--- src/rtl/matrix_result_drain.sv ---
// Drain side of the matrix accelerator. Captures all core accumulators at the end of a pass
// and serialises them as single-word result-memory writes over a valid/ready handshake.
module matrix_result_drain #(
  parameter int CORE_COUNT = 4,
  parameter int DATA_W     = 32,
  parameter int ADDR_W     = 10
) (
  input  logic                         CLOCK_25,
  input  logic                         i_rst_n,
  input  logic                         i_core_rst,
  input  logic [4:0]                   i_row_adr_pipe,
  input  logic [4:0]                   i_core_column_pipe,
  input  logic [7:0]                   i_s_matrix_column_size,
  input  logic [CORE_COUNT*DATA_W-1:0] i_core_data,
  input  logic                         i_finished,
  output logic                         o_wr_en,
  output logic [ADDR_W-1:0]            o_wr_adr,
  output logic [DATA_W-1:0]            o_wr_data,
  input  logic                         i_wr_ready,
  output logic                         o_busy,
  output logic                         o_overflow,
  output logic                         o_done
);
  // state     | meaning
  // IDLE      | buffer empty, waiting for a capture
  // DRAIN     | presenting buffered word k to the result memory
  // DONE_PEND | drain ended with a finish seen during it; o_done high this cycle

  localparam int KW  = (CORE_COUNT > 1) ? $clog2(CORE_COUNT) : 1;
  localparam int KW1 = KW + 1;
  localparam logic [8:0] CC9 = 9'(CORE_COUNT);

  typedef enum logic [1:0] {IDLE, DRAIN, DONE_PEND} state_t;

  state_t            state_q;
  logic              core_rst_q;
  logic              fin_q;
  logic              pend_q;
  logic [KW-1:0]     k_q;
  logic [KW:0]       n_q;
  logic [DATA_W-1:0] word_q [CORE_COUNT];

  logic              cap_ev;
  logic              fin_ev;
  logic              start_ev;
  logic              xfer_c;
  logic              last_c;
  logic              accept_c;
  logic [8:0]        diff_c;
  logic [8:0]        n_full_c;
  logic [KW:0]       n_c;
  logic [12:0]       base_full_c;
  logic [ADDR_W-1:0] base_c;

  always_comb begin
    cap_ev   = i_core_rst & ~core_rst_q;
    fin_ev   = i_finished & ~fin_q;
    start_ev = ~i_finished & fin_q;
    diff_c   = {1'b0, i_s_matrix_column_size} - {4'b0, i_core_column_pipe};
    if ({3'b0, i_core_column_pipe} >= i_s_matrix_column_size)
      n_full_c = '0;
    else if (diff_c > CC9)
      n_full_c = CC9;
    else
      n_full_c = diff_c;
    n_c         = KW1'(n_full_c);
    base_full_c = 13'(i_row_adr_pipe) * 13'(i_s_matrix_column_size)
                + 13'(i_core_column_pipe);
    base_c      = ADDR_W'(base_full_c);
    xfer_c      = (state_q == DRAIN) & i_wr_ready;
    last_c      = (({1'b0, k_q} + KW1'(1)) == n_q);
    // a capture landing on the final accepted word reloads the buffer without a gap
    accept_c    = cap_ev & (n_c != '0) & ((state_q != DRAIN) | (xfer_c & last_c));
  end

  always_ff @(posedge CLOCK_25) begin
    if (accept_c)
      for (int i = 0; i < CORE_COUNT; i++)
        word_q[i] <= i_core_data[i*DATA_W +: DATA_W];
  end

  always_ff @(posedge CLOCK_25 or negedge i_rst_n) begin
    if (!i_rst_n) begin
      state_q    <= IDLE;
      core_rst_q <= 1'b0;
      fin_q      <= 1'b0;
      pend_q     <= 1'b0;
      k_q        <= '0;
      n_q        <= '0;
      o_wr_en    <= 1'b0;
      o_wr_adr   <= '0;
      o_wr_data  <= '0;
      o_overflow <= 1'b0;
      o_done     <= 1'b0;
    end else begin
      core_rst_q <= i_core_rst;
      fin_q      <= i_finished;
      o_done     <= 1'b0;
      if (start_ev) begin
        o_overflow <= 1'b0;
        pend_q     <= 1'b0;
      end
      if (accept_c) begin
        state_q   <= DRAIN;
        k_q       <= '0;
        n_q       <= n_c;
        o_wr_en   <= 1'b1;
        o_wr_adr  <= base_c;
        o_wr_data <= i_core_data[DATA_W-1:0];
      end
      case (state_q)
        IDLE: o_done <= fin_ev;
        DONE_PEND: if (!accept_c) state_q <= IDLE;
        DRAIN: begin
          if (fin_ev) pend_q <= 1'b1;
          if (cap_ev && !(xfer_c && last_c)) o_overflow <= 1'b1;
          if (xfer_c) begin
            if (!last_c) begin
              k_q       <= k_q + KW'(1);
              o_wr_adr  <= o_wr_adr + ADDR_W'(1);
              o_wr_data <= word_q[k_q + KW'(1)];
            end else if (!accept_c) begin
              o_wr_en <= 1'b0;
              pend_q  <= 1'b0;
              if (pend_q || fin_ev) begin
                state_q <= DONE_PEND;
                o_done  <= 1'b1;
              end else begin
                state_q <= IDLE;
              end
            end
          end
        end
        default: state_q <= IDLE;
      endcase
    end
  end

  assign o_busy = (state_q == DRAIN);

endmodule
--- config.mk ---
export PLATFORM = sky130hd
export DESIGN_NAME = matrix_result_drain
export DESIGN_NICKNAME = d
export VERILOG_FILES = /design/src/rtl/matrix_result_drain.sv
export SDC_FILE = /design/constraint.sdc
export NUM_CORES = 1
export LEC_CHECK = 0
export CAP_MARGIN = 20
export CORE_MARGIN = 4
export CORE_UTILIZATION = 35
export CTS_CLUSTER_DIAMETER = 100
export DETAILED_ROUTE_END_ITERATION = 6
export PLACE_DENSITY = 0.61
export SYNTH_ARGS = -nofsm -noshare
export SYNTH_HDL_FRONTEND = slang
export SYNTH_SLANG_ARGS = --single-unit
--- constraint.sdc ---
create_clock -name CLOCK_25 -period 7.3 [get_ports CLOCK_25]
set_clock_uncertainty 0.05 [all_clocks]
set_input_delay 0.73 -clock CLOCK_25 [delete_from_list [all_inputs] [get_ports CLOCK_25]]
set_output_delay 0.73 -clock CLOCK_25 [all_outputs]
set_load 0.05 [all_outputs]
==> qor.txt <==
actual slew at the worst max-slew pin -> 973 ps
ranking of synthesized cells by area -> edfxtp_1 (44%), dfrtp_1 (16%), mux4_2 (8.2%), fa_1 (5.0%), a221o_1 (3.8%)
port buffer count -> 196
Setup crit start kind -> flip-flop
antenna viol nets, final -> 0
Net Count, Synth -> 810
WS Path Type -> flip-flop to flip-flop
commonest non-fill, non-tap cell in the layout -> clkdlybuf4s50_1
H-tree Lvls -> 4
vias per cell -> 5.03
Routed WL -> 21,700 microns
violation count after the first detailed-routing iteration -> 333
Post-CTS Setup Bufs -> 0
register area -> 5220 sq um
Hold Fails Final Rpt -> 0
Worst Hold Class -> input pin to asynchronous set/reset pin
Max Slew Vio Count -> 0
Power Density -> 376 nW/um^2
largest area contributor in the netlist -> edfxtp_1
min Tclk post-route -> 4520 ps
DRC errors left -> 0
Layout area overhead -> 32.6%
Die Ht -> 166 microns
Combinational Power Share -> 45.0%
area of the multi-input gates -> 3250 sq um
Max stage delay on crit path -> 940 ps
most frequent cells in the layout -> clkdlybuf4s50_1 (195), edfxtp_1 (128), nand2_1 (60), dfrtp_1 (54), a21oi_1 (43)
placed cell count -> 1,103
post-synth top area share -> 43.9%
Die Wd -> 166 microns
Int Pwr -> 0.00269 W
clk slew on worst S/H paths -> 60 ps
DR vias -> 5,713
maximum clock frequency -> 221 MHz
TritonCTS clock tree -> done
die area -> 27,600 sq um
Worst EP required -> 7300 ps
total track usage -> 15.9%
Clock power frac -> 21.4%
synth warn -> 0
initial core utilization -> 35.8%
setup violators final -> 0
Psw -> 0.00167 W
DP Wirelength -> 14,400 microns
wire per inst -> 19.1 microns
CP Data Arrival Time -> 4520 ps
TritonRoute pass-1 iters -> 5
clock sinks -> 183
GR Overflow Total -> 0
CTS resizes -> 0
Seq pwr share -> 33.7%
share of cells above drive strength 1 -> 9.62%
cts bufs inserted -> 17
Row Count -> 57
crit path cell chain -> buf_4 > ha_2 > xor2_1 > nor3_2 > nand3_1 > nand2_1 > nand3_1 > nor2_4 > buf_4
EDFF count, synth -> 128
Final #Nets -> 995
# fillers -> 2,201
Tcrit/Tclk final -> 62.0%
worst-path fanout max -> 51
non-filler cells, final -> 1,135
Worst-Skew Late Latency -> 420 ps
leak pwr -> 4.35 nW
RD Place Congestion -> 0.824
syn_area_per_cell -> 14.3 sq um
Net Sw Frac -> 38.2%
pin count of the biggest net entering global routing -> 117
Yosys cell types -> 54
first-pass GRT wire length -> 34,600 microns
vias in the first global route -> 6,111
Top FF cell, synth -> edfxtp_1
Mapped Area -> 8750 sq um
final setup TNS -> 0 ps
antenna violations before repair -> 3
#FFs+latches synth -> 183
Post-CTS Hold Buffers -> 0
Tot Pwr -> 0.00436 W
Clock Tree Root -> clkbuf_16
Syn Inst Count -> 613
Max Cap Violations -> 0
Slew headroom -> 35.1%
maximum VDD drop -> 0.000219 V
RSZ-0062 raised after global routing -> no
io pins -> 197
CORE AREA -> 24,500 sq um
register area share after synthesis -> 59.6%
slowest stage cell, crit path -> ha_2
ant diodes -> 0
status -> finished clean
Max Root-Sink Buffers -> 2
ys async rst share -> 30.1%
CP Capture Type -> flip-flop
-- cell type report --
| cell class | instances | share of cell area (%) |
|---|---|---|
| clock buffer | 21 | 3.97 |
| multi-input combinational | 363 | 28.0 |
| timing repair buffer | 202 | 17.4 |
| sequential | 183 | 45.0 |
| inverter | 31 | 1.00 |
| clock inverter | 11 | 1.16 |
| tap | 324 | 3.49 |
-- critical path, delay by kind of cell, from the launching register on --
family	cells	cell delay (ps)
buffers and inverters	2	1140
adders and majority gates	1	940
xor gates and xnor gates	1	190
DFF	1	340
and+or+nand+nor	5	1470
-- registers in the layout, indices dropped and copies added, names as in the netlist --
signal / flops
o_overflow: 1
n_q: 3
k_q: 2
word_q: 128
core_rst_q: 1
pend_q: 1
state_q: 2
fin_q: 1
o_wr_en: 1
o_wr_data: 32
o_done: 1
o_wr_adr: 10
-- synthesized netlist by cell type, types with 4 or more instances --
master,count
a211oi_1,7
clkbuf_1,24
a21oi_1,43
edfxtp_1,128
nor2b_1,4
o21ai_1,5
nand3_1,7
inv_1,31
a21o_1,5
and2_1,23
xor2_1,6
dfrtp_1,55
a221o_1,33
o21ai_0,6
nand4_1,4
mux4_2,32
xnor2_1,9
and3_1,5
nor2_1,12
fa_1,22
ha_1,24
nand2_1,60
nor3_1,12
buf_6,5
-- power by group through the flow --
stage / Clock [W] / Combinational [W] / Sequential [W]
after floorplan: 0 / 0.000969 / 0.00187
after global placement: 0 / 0.00198 / 0.00148
after detailed placement: 0 / 0.00199 / 0.00149
after CTS: 0.000956 / 0.00200 / 0.00147
after global routing: 0.00100 / 0.00213 / 0.00150
final: 0.000932 / 0.00196 / 0.00147
-- worst paths after layout --
| kind | start | endpoint | slack, ps | cells after the start |
|---|---|---|---|---|
| setup reg to reg | k_q[0] | word_q[3][28] | 2780 | 9 |
| max in group asynchronous | i_rst_n | k_q[0] | 6190 | 2 |
| hold / removal | i_rst_n | o_wr_data[10] | 420 | 2 |
| min in group CLOCK_25 | state_q[1] | state_q[0] | 430 | 1 |
| hold reg to reg | state_q[1] | state_q[0] | 430 | 1 |
| setup / recovery | k_q[0] | word_q[3][28] | 2780 | 9 |
-- logic make-up after synthesis --
kind of cell	count (synthesis)	share of synthesized area (%)
simple gates	141	8.07
compound gates	129	10.7
mux	32	8.23
xor+xnor	15	1.50
fa+ha+maj	46	8.46
buf+inv	67	3.39
flops	183	59.6
-- stage by stage --
stage / instance area, sq um / util, % / hold slack, ps / setup slack [ps]
global route: 11600 / 47.5 / 474 / 2250
finish: 11600 / 47.5 / 418 / 2780
detailed placement: 11000 / 45.0 / 438 / 2560
global placement: 11000 / 45.0 / 413 / 2630
CTS: 11600 / 47.5 / 441 / 2640
floorplan: 8750 / - / 384 / 3470
-- layer usage --
layer / up-vias / wire length, microns / track usage (%)
li1: 2700 / - / -
met1: 2823 / 9030 / 20.1
met2: 168 / 10600 / 26.2
met3: 16 / 1850 / 6.59
met4: 6 / 146 / 2.94
met5: - / 30 / 0
Power figures use the tool's default switching activity.
